**config.mk**
```make
export PLATFORM = sky130hd
export DESIGN_NAME = friet_permutation_stream_controller_flat
export DESIGN_NICKNAME = d
export VERILOG_FILES = /design/src/rtl/friet_permutation_stream_controller_if.sv /design/src/rtl/friet_permutation_stream_controller.sv /design/src/flat_wrapper.sv
export SDC_FILE = /design/constraint.sdc
export NUM_CORES = 1
export LEC_CHECK = 0
export CAP_MARGIN = 20
export CORE_MARGIN = 5
export CORE_UTILIZATION = 23
export CTS_CLUSTER_SIZE = 10
export DETAILED_ROUTE_END_ITERATION = 10
export GPL_ROUTABILITY_DRIVEN = 0
export PLACE_DENSITY = 0.85
export SYNTH_ARGS = -nofsm -noshare
export SYNTH_HDL_FRONTEND = slang
export SYNTH_SLANG_ARGS = --single-unit
```
**constraint.sdc**
```tcl
create_clock -name clk -period 2.1 [get_ports clk]
set_input_delay 0.42 -clock clk [delete_from_list [all_inputs] [get_ports clk]]
set_output_delay 0.42 -clock clk [all_outputs]
set_load 0.005 [all_outputs]
```
**src/rtl/friet_permutation_stream_controller_if.sv**
```systemverilog
// friet_permutation_stream_controller_if
// Bundles the host word stream and the core control/observation signals
// that surround friet_permutation_stream_controller.
//   slave  : the controller's view
//   master : the environment's view (host plus permutation core)
interface friet_permutation_stream_controller_if #(
    parameter int BUFFER_LENGTH = 32
);
    // Host input stream
    logic [BUFFER_LENGTH-1:0] din;
    logic                     din_valid;
    logic                     din_ready;

    // Host output stream
    logic [BUFFER_LENGTH-1:0] dout;
    logic                     dout_valid;
    logic                     dout_ready;

    // Status
    logic                     busy;

    // Core control strobes and observation
    logic                     core_start_enable;
    logic                     core_state_buffer_in_enabled;
    logic [BUFFER_LENGTH-1:0] core_state_buffer_in;
    logic                     core_state_buffer_out_enabled;
    logic [BUFFER_LENGTH-1:0] core_state_buffer_low;
    logic                     core_free;
    logic                     core_finish;

    modport slave (
        input  din,
        input  din_valid,
        input  dout_ready,
        input  core_state_buffer_low,
        input  core_free,
        input  core_finish,
        output din_ready,
        output dout,
        output dout_valid,
        output busy,
        output core_start_enable,
        output core_state_buffer_in_enabled,
        output core_state_buffer_in,
        output core_state_buffer_out_enabled
    );

    modport master (
        output din,
        output din_valid,
        output dout_ready,
        output core_state_buffer_low,
        output core_free,
        output core_finish,
        input  din_ready,
        input  dout,
        input  dout_valid,
        input  busy,
        input  core_start_enable,
        input  core_state_buffer_in_enabled,
        input  core_state_buffer_in,
        input  core_state_buffer_out_enabled
    );
endinterface

```
**src/rtl/friet_permutation_stream_controller.sv**
```systemverilog
// friet_permutation_stream_controller
// Host-facing sequencer for the Friet permutation core. A 384-bit state is
// accepted as BUFFER_LENGTH-bit words (word 0 = state bits [BL-1:0]) and
// shifted into the core, the permutation is started, and once the core
// reports completion the permuted state is streamed back out, word 0 first.
// The controller is the only driver of the core's shift-buffer strobes.
//
// Optional build macro: FRIET_STREAM_CTRL_PERM_COUNT_EN
//   Adds perm_count[15:0] (saturating count of completed permutations) and
//   perm_count_clear (synchronous clear, wins over a same-cycle increment).
module friet_permutation_stream_controller #(
    parameter int BUFFER_LENGTH = 32
) (
    input  logic        clk,
    input  logic        aresetn,
`ifdef FRIET_STREAM_CTRL_PERM_COUNT_EN
    input  logic        perm_count_clear,
    output logic [15:0] perm_count,
`endif
    friet_permutation_stream_controller_if.slave bus
);

    localparam int STATE_BITS = 384;
    localparam int WORDS      = STATE_BITS / BUFFER_LENGTH;
    localparam int CNT_W      = (WORDS > 1) ? $clog2(WORDS) : 1;
    localparam logic [CNT_W-1:0] LAST_WORD = CNT_W'(WORDS - 1);

    localparam logic [1:0] ST_LOAD   = 2'd0;
    localparam logic [1:0] ST_START  = 2'd1;
    localparam logic [1:0] ST_WAIT   = 2'd2;
    localparam logic [1:0] ST_UNLOAD = 2'd3;

    logic [1:0]       state;
    logic [1:0]       state_next;
    logic [CNT_W-1:0] word_cnt;
    logic             alive;

    logic din_ready;
    logic dout_valid;
    logic in_fire;
    logic out_fire;
    logic last_word;

    // Host handshakes and core strobes decoded from the current state.
    always_comb begin
        din_ready  = alive && (state == ST_LOAD) && bus.core_free;
        dout_valid = (state == ST_UNLOAD);
        in_fire    = din_ready && bus.din_valid;
        out_fire   = dout_valid && bus.dout_ready;
        last_word  = (word_cnt == LAST_WORD);
    end

    assign bus.din_ready                     = din_ready;
    assign bus.dout_valid                    = dout_valid;
    assign bus.dout                          = bus.core_state_buffer_low;
    assign bus.core_state_buffer_in          = bus.din;
    assign bus.core_state_buffer_in_enabled  = in_fire;
    assign bus.core_state_buffer_out_enabled = out_fire;
    assign bus.core_start_enable             = (state == ST_START);
    assign bus.busy                          = !((state == ST_LOAD) && (word_cnt == '0));

    // Next-state decode: LOAD -> START -> WAIT -> UNLOAD -> LOAD.
    always_comb begin
        // NOTE: default assignment first so no path leaves state_next unassigned (no latch).
        state_next = state;
        case (state)
            ST_LOAD:   if (in_fire && last_word)  state_next = ST_START;
            ST_START:                             state_next = ST_WAIT;
            ST_WAIT:   if (bus.core_finish)       state_next = ST_UNLOAD;
            ST_UNLOAD: if (out_fire && last_word) state_next = ST_LOAD;
            default:                              state_next = ST_LOAD;
        endcase
    end

    // State register; alive keeps din_ready low until the first edge after reset.
    always_ff @(posedge clk or negedge aresetn) begin
        // NOTE: non-blocking assignments so every flop samples pre-edge values.
        if (!aresetn) begin
            state <= ST_LOAD;
            alive <= 1'b0;
        end else begin
            state <= state_next;
            alive <= 1'b1;
        end
    end

    // Word counter shared by load and unload; cleared after the last word.
    always_ff @(posedge clk or negedge aresetn) begin
        if (!aresetn) begin
            word_cnt <= '0;
        end else if (in_fire || out_fire) begin
            if (last_word) begin
                word_cnt <= '0;
            end else begin
                word_cnt <= word_cnt + CNT_W'(1);
            end
        end
    end

`ifdef FRIET_STREAM_CTRL_PERM_COUNT_EN
    logic [15:0] perm_cnt;
    logic        perm_done;

    assign perm_done  = (state == ST_WAIT) && bus.core_finish;
    assign perm_count = perm_cnt;

    // Saturating permutation counter; clear has priority over increment.
    always_ff @(posedge clk or negedge aresetn) begin
        if (!aresetn) begin
            perm_cnt <= 16'd0;
        end else if (perm_count_clear) begin
            perm_cnt <= 16'd0;
        end else if (perm_done && (perm_cnt != 16'hFFFF)) begin
            perm_cnt <= perm_cnt + 16'd1;
        end
    end
`endif

endmodule

```
**src/flat_wrapper.sv**
```systemverilog
// flat-port wrapper written by rule: the top's interface ports become plain ports
module friet_permutation_stream_controller_flat 
#(
    parameter int BUFFER_LENGTH = 32
)
  (clk, aresetn, bus_din, bus_din_valid, bus_dout_ready, bus_core_state_buffer_low, bus_core_free, bus_core_finish, bus_din_ready, bus_dout, bus_dout_valid, bus_busy, bus_core_start_enable, bus_core_state_buffer_in_enabled, bus_core_state_buffer_in, bus_core_state_buffer_out_enabled);
  friet_permutation_stream_controller_if #(.BUFFER_LENGTH(BUFFER_LENGTH)) bus_i ();
  input  logic clk;
  input  logic aresetn;
  input wire logic [$bits(bus_i.din)-1:0] bus_din;
  input wire logic [$bits(bus_i.din_valid)-1:0] bus_din_valid;
  input wire logic [$bits(bus_i.dout_ready)-1:0] bus_dout_ready;
  input wire logic [$bits(bus_i.core_state_buffer_low)-1:0] bus_core_state_buffer_low;
  input wire logic [$bits(bus_i.core_free)-1:0] bus_core_free;
  input wire logic [$bits(bus_i.core_finish)-1:0] bus_core_finish;
  output wire logic [$bits(bus_i.din_ready)-1:0] bus_din_ready;
  output wire logic [$bits(bus_i.dout)-1:0] bus_dout;
  output wire logic [$bits(bus_i.dout_valid)-1:0] bus_dout_valid;
  output wire logic [$bits(bus_i.busy)-1:0] bus_busy;
  output wire logic [$bits(bus_i.core_start_enable)-1:0] bus_core_start_enable;
  output wire logic [$bits(bus_i.core_state_buffer_in_enabled)-1:0] bus_core_state_buffer_in_enabled;
  output wire logic [$bits(bus_i.core_state_buffer_in)-1:0] bus_core_state_buffer_in;
  output wire logic [$bits(bus_i.core_state_buffer_out_enabled)-1:0] bus_core_state_buffer_out_enabled;
  assign bus_i.din = bus_din;
  assign bus_i.din_valid = bus_din_valid;
  assign bus_i.dout_ready = bus_dout_ready;
  assign bus_i.core_state_buffer_low = bus_core_state_buffer_low;
  assign bus_i.core_free = bus_core_free;
  assign bus_i.core_finish = bus_core_finish;
  assign bus_din_ready = bus_i.din_ready;
  assign bus_dout = bus_i.dout;
  assign bus_dout_valid = bus_i.dout_valid;
  assign bus_busy = bus_i.busy;
  assign bus_core_start_enable = bus_i.core_start_enable;
  assign bus_core_state_buffer_in_enabled = bus_i.core_state_buffer_in_enabled;
  assign bus_core_state_buffer_in = bus_i.core_state_buffer_in;
  assign bus_core_state_buffer_out_enabled = bus_i.core_state_buffer_out_enabled;
  friet_permutation_stream_controller #(.BUFFER_LENGTH(BUFFER_LENGTH)) u_core (.clk(clk), .aresetn(aresetn), .bus(bus_i));
endmodule
```
* Word level (Yosys, flattened, before mapping)
Cells that the tools add are included.
Word-level totals: bits in writable memories 0, register bits after elaboration 7, memory bits (read-only) 0, memories kept 0, word-level logic and storage cells 28, bits in latches 0
Operators by class: equal/unequal tests 7, reductions and logical operators 12, div/mod/pow operators 0, bitwise logic cells 0, multiplexer cells 5, magnitude comparators 0, $add $sub $neg 1, shift-type cells 0, multiply operators 0
Operator list (number):
- one-hot mux 2 bit (4 select lines) | 1
- logical AND 1 bit | 7
- two-way mux 2 bit | 3
- adder 4 x 1 -> 4 bit, second input constant | 1
- equality test 2 bit, second input constant | 2
- equality test 4 bit, second input constant | 1
- zero test 4 bit | 1
- two-way mux 4 bit | 1
- inequality test 2 bit, second input constant | 2
- AND reduction 3 bit | 1
- equality test 2 x 1 -> 1 bit, second input constant | 1
- zero test 2 bit | 1
- inequality test 2 x 1 -> 1 bit, second input constant | 1
- zero test 1 bit | 1
- logical OR 1 bit | 1

* Longest topological paths before layout
Gate-level depths: netlist of run 1.
depth in word-level cells 7, gate-level depth with buffers 6, mapped depth without buffers 6

* Least setup slack after synthesis of run 1
OpenSTA, ideal clock, no wires.
kind register -> register, from reg u_core.state[0], to reg u_core.state[1], cell stages (with the launch flop) 7, library setup time 127 ps, path buffers 0, setup slack 444 ps, arrival 1528 ps, cell sequence dfrtp_1 -> inv_1 -> ha_1 -> nand4_2 -> o31ai_2 -> nand3_1 -> mux2_1
On the way: longest elaborated chain between the ends 7
Ends and longest elaborated chain:
- start: declaration | line friet_permutation_stream_controller.sv:33 | logic [1:0] state;
- start signal: assignment | line friet_permutation_stream_controller.sv:82 | state <= state_next;
- zero test 2 bit | line friet_permutation_stream_controller.sv:46, friet_permutation_stream_controller.sv:66
- logical AND 1 bit (2 in a row) | line friet_permutation_stream_controller.sv:46 | din_ready = alive && (state == ST_LOAD) && bus.core_free;
- logical AND 1 bit | line friet_permutation_stream_controller.sv:48 | in_fire = din_ready && bus.din_valid;
- logical AND 1 bit | line friet_permutation_stream_controller.sv:67 | ST_LOAD: if (in_fire && last_word) state_next = ST_START;
- inequality test 2 bit (no line)
- AND reduction 3 bit (no line)
Several ways; a longest one is shown, not always the timed one. A chain may end at the register's enable or synchronous reset.

* Final worst setup path of run 1
from in bus_core_free, to out bus_din_ready
On the way: longest elaborated chain between the ends 1
Ends and longest elaborated chain:
- start: declaration | line flat_wrapper.sv:14 | input wire logic [$bits(bus_i.core_free)-1:0] bus_core_free;
- logical AND 1 bit | line friet_permutation_stream_controller.sv:46
- end: declaration | line flat_wrapper.sv:16 | output wire logic [$bits(bus_i.din_ready)-1:0] bus_din_ready;
No other way between the ends.

==> results of run 1 <==
[metrics by stage]
stage	area, µm²	setup WS, ns
2_1_floorplan	936	0.444
3_3_place_gp	643	0.0821
3_5_place_dp	643	0.0759
4_1_cts	701	0.0206
5_1_grt	701	0.0222
6_report	701	0.0865
[worst max-delay path, cell delays in order]
cell	delay, ns
clkdlybuf4s50_1	0.49
and3_2	0.18
clkdlybuf4s50_1	0.50
[sequential cells by signal, summed over array words and instances (netlist names)]
name,cells
u_core.word_cnt,4
u_core.state,2
u_core.alive,1
[power by group]
group          leakage [nW]  internal, mW  total, mW  switching [mW]
registers            0.0848         0.195      0.261          0.0666
logic                 0.210         0.212      0.402           0.191
clock network        0.0228         0.132      0.195          0.0629
total                 0.318         0.538      0.858           0.320
[Yosys cell counts, drive strengths merged (2+ instances only)]
library cell	number	area share [%]
and3	2	1.5
buf	64	51
dfrtp	7	19
ha	7	9.4
inv	7	2.8
mux2	2	2.4
nand2	5	2.0
nand3	3	1.6
nor2	3	1.2
o21ai	4	2.1
o31ai	2	2.1
[final cells by class]
type	instances	area, µm²	area share (%)
Multi-Input combinational cell	34	267	38.0
Timing Repair Buffer	13	125	17.9
Tap cell	50	62.6	8.93
Sequential cell	7	175	25.0
Clock buffer	4	45.0	6.43
Inverter	7	26.3	3.75
[path summary, 6_finish.rpt]
kind / from / endpoint / cells past startpoint
max: bus_core_free / bus_din_ready / 3
min: aresetn / u_core.word_cnt[1] / 1
max reg2reg: u_core.state[0] / u_core.state[1] / 7
min reg2reg: u_core.word_cnt[0] / u_core.word_cnt[0] / 1
max in group asynchronous: aresetn / u_core.word_cnt[2] / 1
min in group clk: u_core.word_cnt[0] / u_core.word_cnt[0] / 1
[logic make-up after synthesis]
family                     count (synthesis)
DFF                                        7
and+or+nand+nor                           15
AOI/OAI and AO/OA                          9
muxes                                      2
other                                      1
adders and majority gates                  7
buffers and inverters                     71
[routing by layer]
layer,vias to the layer above,global-route usage (%)
met4,0,7.44
met1,202,5.06
met5,-,0
met3,27,3.56
met2,40,7.97
li1,194,-
==> impl_metrics.csv, run 1 <==
group,metric,value,unit
run_status,status,"finished, final reports clean",
sta,period_share,95.9,%
synthesis,synth-xor-area-share,0,%
floorplanning,initial_core_util,23.6,%
sta,setup_viol,0,
floorplanning,io_pins,140,
global_route,grt_pass1_wl,2.37,mm
route,highest_layer,"met4",
sta,rsz0062_at_grt,"no",
synthesis,ys_seq_area_share,18.7,%
synthesis,synth_edf_count,0,
flow_run,cap_violations,0,
synthesis,synthAdderAreaFrac,9.36,%
pwr,ir_worst_vdd,0.000430,V
route,wl,1.43,mm
route,via_per_inst,4.03,
critical_path,path_class,"in2out",
route,wl_per_cell,12.4,µm
synthesis,synth_top_family_by_area,"buffers and inverters",
finish,drive_above_1_share,18.5,%
sta,min_period,2.01,ns
finish,fin_nets,143,
synthesis,synth-compound-area-share,6.68,%
finish,final_cell_mix,"clkdlybuf4s50_1, dfrtp_1, ha_1",
clocking,cts_htree_levels,1,
pwr,p_total,0.858,mW
synthesis,synth_area,936,µm²
clocking,cts_inserted_buffers,3,
route,wl_met3,217,µm
finish,fillers,459,
synthesis,synth_mux_area_share,2.41,%
floorplanning,die_h,73.8,µm
pwr,power.density,1230,mW/mm²
critical_path,critical_path_required,1.68,ns
floorplanning,dieArea,0.00544,mm²
worst_hold_path,hp-class,"in2async",
global_route,grt_pass1_vias,504,
critical_path,r2r_setup_slack,0.35,ns
critical_path,end_kind,"primary output",
clocking,ctsHoldBuffers,0,
route,first_pass_iters,4,
route,wl_met1,482,µm
placement,dp.cells,111,
synthesis,syn_nets,189,
critical_path,crit_fanout,2,
sta,hold_violations,0,
finish,area_growth,-25.1,%
sta,slew_violations,0,
critical_path,cp.arrival,1.59,ns
sta,hold_ws,0.452,ns
clocking,cts-root-buf,"clkbuf_8",
synthesis,synthSimpleGateAreaFrac,8.29,%
synthesis,yosys_most_used_dff,"dfrtp_1",
clocking,cts.sinks,7,
route,ant_nets,0,
placement,place_hpwl,1.10,mm
sta,skew,0.00142,ns
finish,antenna_cells,0,
critical_path,start_kind,"input pin",
synthesis,synth_cell_types,20,
global_route,grt_max_degree,8,
synthesis,avgSynthCellArea,8.36,µm²
placement,io_buffers,11,
clocking,clk_path_buf_depth,2,
floorplanning,core_area,0.00397,mm²
route,drtIter0Drc,6,
clocking,cts_resized,2,
synthesis,ys_async_sr_fraction,100,%
global_route,gr-usage-all-layers,5.77,%
finish,fin_cells,115,
pwr,leakagePower,0.318,nW
synthesis,syn_inst,112,
floorplanning,die-width,73.8,µm
global_route,antenna_found_initial,0,
floorplanning,floorplan.rows,23,
clocking,cts_tree,"built",
synthesis,ys_warn_count,0,
synthesis,ys_seq_elements,7,
finish,layout_commonest_cell,"clkdlybuf4s50_1",
sta,max_freq,0.497,GHz
finish,final_util,17.6,%
clocking,path_clk_slew,0.04,ns
global_route,grt_overflow,0,
route,met2_wirelength,602,µm
clocking,clk_latency,0.23,ns
clocking,post_cts_buffers,0,
route,drc,0,
sta,final.setup.tns,0,ns
route,vias,463,
Note: power is estimated with default switching activity, not from simulation.
==> inputs of run 2 (changes only) <==
CORE_MARGIN = not set   (was 5)
==> run 2 against run 1 <==
Utilization up 0.67 points. Clock power about the same. Register-to-register slack worse by 0.05 ns. Non-clock buffer count down 1. Clock-buffer cell count unchanged. Clock skew down 0.0012 ns. Flip-flop and latch count unchanged. Design area down 1.4%. Die area down 21%. First-iteration DRC count rose to 2.5 times the previous value. Sequential power about the same. Combinational power about the same. Critical endpoint unchanged.
==> impl_metrics.csv, run 2 (synthesized netlist as in run 1, its figures left out) <==
group,metric,value,unit
run_status,status,"finished, final reports clean",
finish,layout_commonest_cell,"clkdlybuf4s50_1",
critical_path,path_class,"reg2out",
sta,hold_violations,0,
sta,setup_slack,0.0894,ns
sta,slew_violations,0,
pwr,seqPwrFrac,30.4,%
finish,final_cell_mix,"clkdlybuf4s50_1, dfrtp_1, ha_1",
floorplanning,core_area,0.00377,mm²
pwr,leakagePower,0.314,nW
finish,drive_above_1_share,17.2,%
clocking,clk_path_buf_depth,2,
global_route,grt_overflow,0,
sta,skew,0.000203,ns
global_route,gr-usage-all-layers,6.54,%
floorplanning,die_h,65.8,µm
finish,fillers,412,
finish,antenna_cells,0,
floorplanning,floorplan.rows,22,
clocking,cts_inserted_buffers,3,
floorplanning,dieArea,0.00433,mm²
clocking,cts_htree_levels,1,
placement,place_hpwl,986,µm
pwr,clkPwrFrac,23.0,%
clocking,cts-root-buf,"clkbuf_8",
critical_path,cp.arrival,1.59,ns
pwr,internal_power,0.533,mW
flow_run,cap_violations,0,
pwr,p_sw_share,37.6,%
sta,final.setup.tns,0,ns
floorplanning,initial_core_util,24.8,%
sta,max_freq,0.497,GHz
route,first_pass_iters,4,
route,wl_per_cell,11.3,µm
route,wl,1.27,mm
worst_hold_path,hp-class,"in2async",
clocking,cts_tree,"built",
global_route,grt_pass1_wl,1.91,mm
route,via_per_inst,3.99,
global_route,antenna_found_initial,0,
critical_path,end_kind,"primary output",
pwr,pwr-share-comb,46.6,%
route,drtIter0Drc,15,
placement,placed_area,633,µm²
clocking,post_cts_buffers,0,
clocking,path_clk_slew,0.04,ns
finish,largest_reg_flops,4,
pwr,switching_power,0.322,mW
pwr,power.density,1240,mW/mm²
sta,setup_viol,0,
floorplanning,die-width,65.8,µm
clocking,clk_latency,0.23,ns
sta,period_share,95.7,%
finish,regMostFlops,"u_core.word_cnt",
placement,pre_cts_ws,0.0410,ns
global_route,grt_max_degree,8,
sta,min_period,2.01,ns
finish,largest_registers,"u_core.word_cnt (4), u_core.state (2), u_core.alive (1)",
route,vias,447,
route,ant_nets,0,
finish,post-route-cell-area,691,µm²
critical_path,critical_path_required,1.68,ns
sta,rsz0062_at_grt,"no",
clocking,cts.sinks,7,
critical_path,crit_fanout,4,
floorplanning,io_pins,140,
pwr,p_total,0.855,mW
finish,area_growth,-26.2,%
finish,fin_nets,142,
route,drc,0,
pwr,ir_worst_vdd,0.000378,V
critical_path,start_kind,"register",
placement,io_buffers,11,
global_route,grt_pass1_vias,420,
==> run 2: changes by cell type in the layout (fill, tap and decap cells not counted) <==
cell,change
buf_4,-1
==> run 2: area by class of cell <==
| type | instances | area (µm²) | share of cell area, % |
|---|---|---|---|
| Sequential cell | 7 | 175 | 25.4 |
| Multi-Input combinational cell | 34 | 267 | 38.6 |
| Clock buffer | 4 | 45.0 | 6.52 |
| Timing Repair Buffer | 12 | 118 | 17.0 |
| Tap cell | 48 | 60.1 | 8.70 |
| Inverter | 7 | 26.3 | 3.80 |
==> run 2: what timing repair did <==
action	CTS	global route
hold buffers	0	0
endpoints found under the setup margin	2	2
gates resized for setup	2	2
==> run 2: through the flow <==
step           hold WS [ns]  std cells  util, %
6_report              0.458        112     18.3
3_3_place_gp          0.541        108     16.8
2_1_floorplan         0.124        112        -
3_5_place_dp          0.548        108     16.8
5_1_grt               0.475        112     18.3
4_1_cts               0.461        112     18.3
==> run 2: layer usage <==
layer / track usage, % / wire length (µm)
met2: 9.06 / 583
met5: 0 / 0
met4: 9.78 / 94
met1: 5.09 / 440
met3: 4.31 / 148
==> run 2: worst max-delay path, cell delays in order, from the launching register on <==
cell and delay [ns]:
dfrtp_1 0.41, inv_2 0.12, ha_4 0.17, and3_2 0.16, clkdlybuf4s50_1 0.49
==> run 2: power by group through the flow <==
stage / logic, mW / clock network, mW / registers (mW)
6_report: 0.399 / 0.196 / 0.260
5_1_grt: 0.460 / 0.217 / 0.269
4_1_cts: 0.407 / 0.204 / 0.257
3_5_place_dp: 0.379 / 0 / 0.258
3_3_place_gp: 0.365 / 0 / 0.255
2_1_floorplan: 0.340 / 0 / 0.242
==> run 2: path summary, 6_finish.rpt <==
check,to,from,slack [ns],depth (start not counted)
min in group clk,u_core.word_cnt[3],u_core.word_cnt[3],0.56,1
worst min-delay path,u_core.word_cnt[1],aresetn,0.46,1
worst max register to register,u_core.state[1],u_core.state[0],0.30,7
max in group asynchronous,u_core.state[0],aresetn,1.39,1
worst max-delay path,bus_din_ready,u_core.state[0],0.09,4
worst min register to register,u_core.word_cnt[3],u_core.word_cnt[3],0.56,1
==> inputs of run 3 (changes only) <==
CORE_MARGIN = 4   (was not set)
==> run 3 against run 2 <==
Critical endpoint unchanged. Utilization shrank 0.13 points. Combinational power about the same. Register-to-register slack is essentially flat. Highest routed layer unchanged. Die area grew 19%. Global-route usage shrank 0.92 points. Largest power group unchanged.
==> impl_metrics.csv, run 3 (synthesized netlist as in run 1, its figures left out) <==
group,metric,value,unit
run_status,status,"finished, final reports clean",
sta,slew_violations,0,
clocking,path_clk_slew,0.04,ns
finish,area_growth,-26.2,%
floorplanning,dieArea,0.00515,mm²
placement,place_hpwl,1.01,mm
global_route,antenna_found_initial,0,
route,wl_per_cell,11.7,µm
clocking,cts.sinks,7,
finish,post-route-cell-area,691,µm²
clocking,ctsHoldBuffers,0,
route,wl,1.31,mm
worst_hold_path,hp-class,"in2async",
critical_path,cp.arrival,1.61,ns
finish,largest_registers,"u_core.word_cnt (4), u_core.state (2), u_core.alive (1)",
route,ant_nets,0,
flow_run,cap_violations,0,
critical_path,crit_fanout,4,
critical_path,critical_path_required,1.68,ns
finish,fin_nets,142,
clocking,clk_path_buf_depth,2,
floorplanning,die-width,71.8,µm
clocking,post_cts_buffers,0,
finish,drive_above_1_share,15.6,%
clocking,cts-root-buf,"clkbuf_8",
sta,skew,0.00101,ns
sta,setup_viol,0,
sta,final.setup.tns,0,ns
global_route,grt_overflow,0,
sta,rsz0062_at_grt,"no",
floorplanning,io_pins,140,
sta,hold_violations,0,
sta,min_period,2.03,ns
floorplanning,initial_core_util,24.6,%
placement,pre_cts_ws,0.0619,ns
route,vias,428,
pwr,ir_worst_vdd,0.000181,V
clocking,cts_tree,"built",
critical_path,cpPeakStageDelay,0.49,ns
global_route,grt_max_degree,8,
route,drtIter0Drc,7,
floorplanning,die_h,71.8,µm
floorplanning,floorplan.rows,22,
placement,io_buffers,11,
floorplanning,core_area,0.00380,mm²
placement,placed_area,633,µm²
global_route,grt_pass1_wl,2.08,mm
finish,final_cell_mix,"clkdlybuf4s50_1, dfrtp_1, inv_1, ha_1, nand2_1",
sta,setup_slack,0.0662,ns
critical_path,start_kind,"register",
global_route,grt_pass1_vias,434,
finish,layout_commonest_cell,"clkdlybuf4s50_1",
finish,antenna_cells,0,
pwr,leakagePower,0.315,nW
clocking,cts_htree_levels,1,
sta,period_share,96.8,%
finish,regMostFlops,"u_core.word_cnt",
sta,max_freq,0.492,GHz
critical_path,critPathSlowestCell,"clkdlybuf4s50_1",
route,drc,0,
clocking,clk_latency,0.23,ns
critical_path,path_class,"reg2out",
clocking,cts_inserted_buffers,3,
pwr,p_total,0.841,mW
pwr,power.density,1220,mW/mm²
critical_path,end_kind,"primary output",
global_route,gr-usage-all-layers,5.62,%
route,first_pass_iters,2,
finish,fillers,427,
critical_path,path_cells,"inv_1 -> ha_4 -> and3_2 -> clkdlybuf4s50_1",
finish,largest_reg_flops,4,
route,via_per_inst,3.82,
-- run 3: power by group --
group,total (mW),switching [mW],internal [mW],leakage [nW]
sequential,0.257,0.0618,0.195,0.0848
combinational,0.397,0.189,0.208,0.207
clock,0.187,0.0560,0.131,0.0228
-- run 3: what timing repair did --
item / CTS / global route
endpoints found under the setup margin: 2 / 2
hold endpoints to repair: 0 / 0
gates resized for setup: 2 / 1
-- run 3: layout make-up --
class | count | area (µm²) | share of cell area (%)
inverters | 7 | 26.3 | 3.80
well taps | 48 | 60.1 | 8.70
flip-flops and latches | 7 | 175 | 25.4
multi-input cells | 34 | 267 | 38.6
repair buffers | 12 | 118 | 17.0
clock buffers | 4 | 45.0 | 6.52
-- run 3: final timing paths --
kind / to / slack [ns] / start / depth (start not counted)
max: bus_din_ready / 0.07 / u_core.state[1] / 4
min: u_core.word_cnt[0] / 0.45 / aresetn / 1
max reg2reg: u_core.state[1] / 0.30 / u_core.state[1] / 7
min reg2reg: u_core.word_cnt[0] / 0.55 / u_core.word_cnt[0] / 1
max in group asynchronous: u_core.word_cnt[3] / 1.41 / aresetn / 1
min in group clk: u_core.word_cnt[0] / 0.55 / u_core.word_cnt[0] / 1
-- run 3: worst max-delay path: cells and delay by family (launching register included) --
kind                       cells  cell delay, ns
and+or+nand+nor                1            0.17
DFF                            1            0.40
buffers and inverters          2            0.63
adders and majority gates      1            0.18
-- run 3: per-layer routing --
metal  vias up  share of wire [%]  track usage, %  routed length [µm]
li1        192                  -               -                   -
met1       187                 29            4.17                 377
met2        27                 46            7.35                 604
met3        22                 15            5.05                 193
met4         0                 10            7.72                 136
met5         -                  0               0                   0
-- run 3: metrics by stage --
| stage | utilization, % | std cells | hold slack [ns] |
|---|---|---|---|
| after CTS | 18.2 | 112 | 0.462 |
| after global routing | 18.2 | 112 | 0.483 |
| final | 18.2 | 112 | 0.454 |
| after global placement | 16.7 | 108 | 0.538 |
| after detailed placement | 16.7 | 108 | 0.548 |
| after floorplan | - | 112 | 0.124 |
==> RTL change: new RTL, settings of run 3 <==
The localparam `STATE_BITS` goes from 384 to 768.
--- a/src/rtl/friet_permutation_stream_controller.sv
+++ b/src/rtl/friet_permutation_stream_controller.sv
@@ -20,7 +20,7 @@
     friet_permutation_stream_controller_if.slave bus
 );
 
-    localparam int STATE_BITS = 384;
+    localparam int STATE_BITS = 768;
     localparam int WORDS      = STATE_BITS / BUFFER_LENGTH;
     localparam int CNT_W      = (WORDS > 1) ? $clog2(WORDS) : 1;
     localparam logic [CNT_W-1:0] LAST_WORD = CNT_W'(WORDS - 1);
Function: no difference found for any inputs over 10 cycles, from zero or initial values and one cycle with aresetn low; that may be too few to reach the edited logic, so the function may still have changed.
==> RTL change against run 3 <==
First-iteration DRC count rose to 3.4 times the old value. Total power rose by 12%. Final cell count rose by 0.89%. Worst setup slack got worse by 0.0067 ns. Via count rose by 2.1%. Sequential cell count rose by 1. Count of clock-buffer cells in the layout fell by 1. Synthesized area rose by 4.1%. Routed wire length rose by 8.5%. Design area rose by 8.3%. Utilization rose by 0.26 points. Critical path type is now in2out. Largest power group unchanged. Highest routed layer unchanged.
==> RTL change: results (changes against run 3) <==
Worst Clk Skew 0.00112 ns (was 0.00101 ns); crit-path max FO 3 (was 4); routed len/inst 12.6 um (was 11.7 um); first-pass GRT wire length 2100 um (was 2080 um); total wire length 1420 um (was 1310 um); sequential share of cell area 26.8% (was 25.4%); sw frac 34.7% (was 36.5%); largest cells by area after synthesis buf_4 (49%), dfrtp_1 (21%), ha_1 (9.0%), mux2_2 (2.3%), nand2_1 (1.9%) (was buf_4 (51%), dfrtp_1 (19%), ha_1 (9.4%), inv_1 (2.8%), o21ai_0 (2.1%)); Synth Area per Inst 8.70 sq um (was 8.36 sq um); Avg Vias per Cell 3.87 (was 3.82); Setup Buffers After CTS 1 (was 0); Top Registers u_core.word_cnt: 5 flops, u_core.state: 2 flops, u_core.alive: 1 flops (was u_core.word_cnt: 4 flops, u_core.state: 2 flops, u_core.alive: 1 flops); register area share after synthesis 20.5% (was 18.7%); Multi-input comb cells 35 (was 34); initial drt markers 24 (was 7); status finished, final reports clean (unchanged); Data buffer area share 16.6% (was 17.0%); hold_ws 0.484 ns (was 0.454 ns); proportion of layout cells with a drive suffix above 1 20.6% (was 15.6%); Post-CTS Resized 5 (was 2); Post-synth top cells buf_4 (64), dfrtp_1 (8), ha_1 (7) (was buf_4 (64), dfrtp_1 (7), ha_1 (7), inv_1 (7), nand2_1 (5)); worst vdd ir 0.205 mV (was 0.181 mV); Internal 0.615 mW (was 0.535 mW); vias in the first global route 440 (was 434); fraction of area in multi-input gates 40.8% (was 38.6%); Final clock-cell share 5.52% (was 6.52%); Synth Area in Compound Gates 2.05% (was 6.68%); Non-Clock Inverter Count 4 (was 7); Fmax achieved 490 MHz (was 492 MHz); Critical Path Sink bus_core_state_buffer_in_enabled (was bus_din_ready); Setup crit start bus_core_free (was u_core.state[1])
## RTL change: cell count changes in the layout (fill, tap and decap cells not counted), moves of 2 or more
cell | before | now
inv_1 | 6 | 3
nand3_1 | 3 | 1
nor2b_1 | 0 | 2
o21ai_0 | 4 | 2
## RTL change: metal layers
| layer | global-route usage, % | vias up | part of all wire [%] |
|---|---|---|---|
| met5 | 0 | - | 0 |
| met4 | 7.99 | 0 | 11 |
| met3 | 2.89 | 22 | 13 |
| met2 | 6.55 | 21 | 45 |
| met1 | 4.65 | 201 | 31 |
| li1 | - | 193 | - |
## RTL change: logic make-up (layout without fill, tap and decap cells)
kind of cell | Yosys count | in the layout
buffers and inverters | 69 | 20
xor gates and xnor gates | 1 | 1
adders and majority gates | 7 | 7
AOI/OAI and AO/OA | 3 | 3
other | 1 | 1
DFF | 8 | 8
muxes | 4 | 4
and+or+nand+nor | 19 | 19
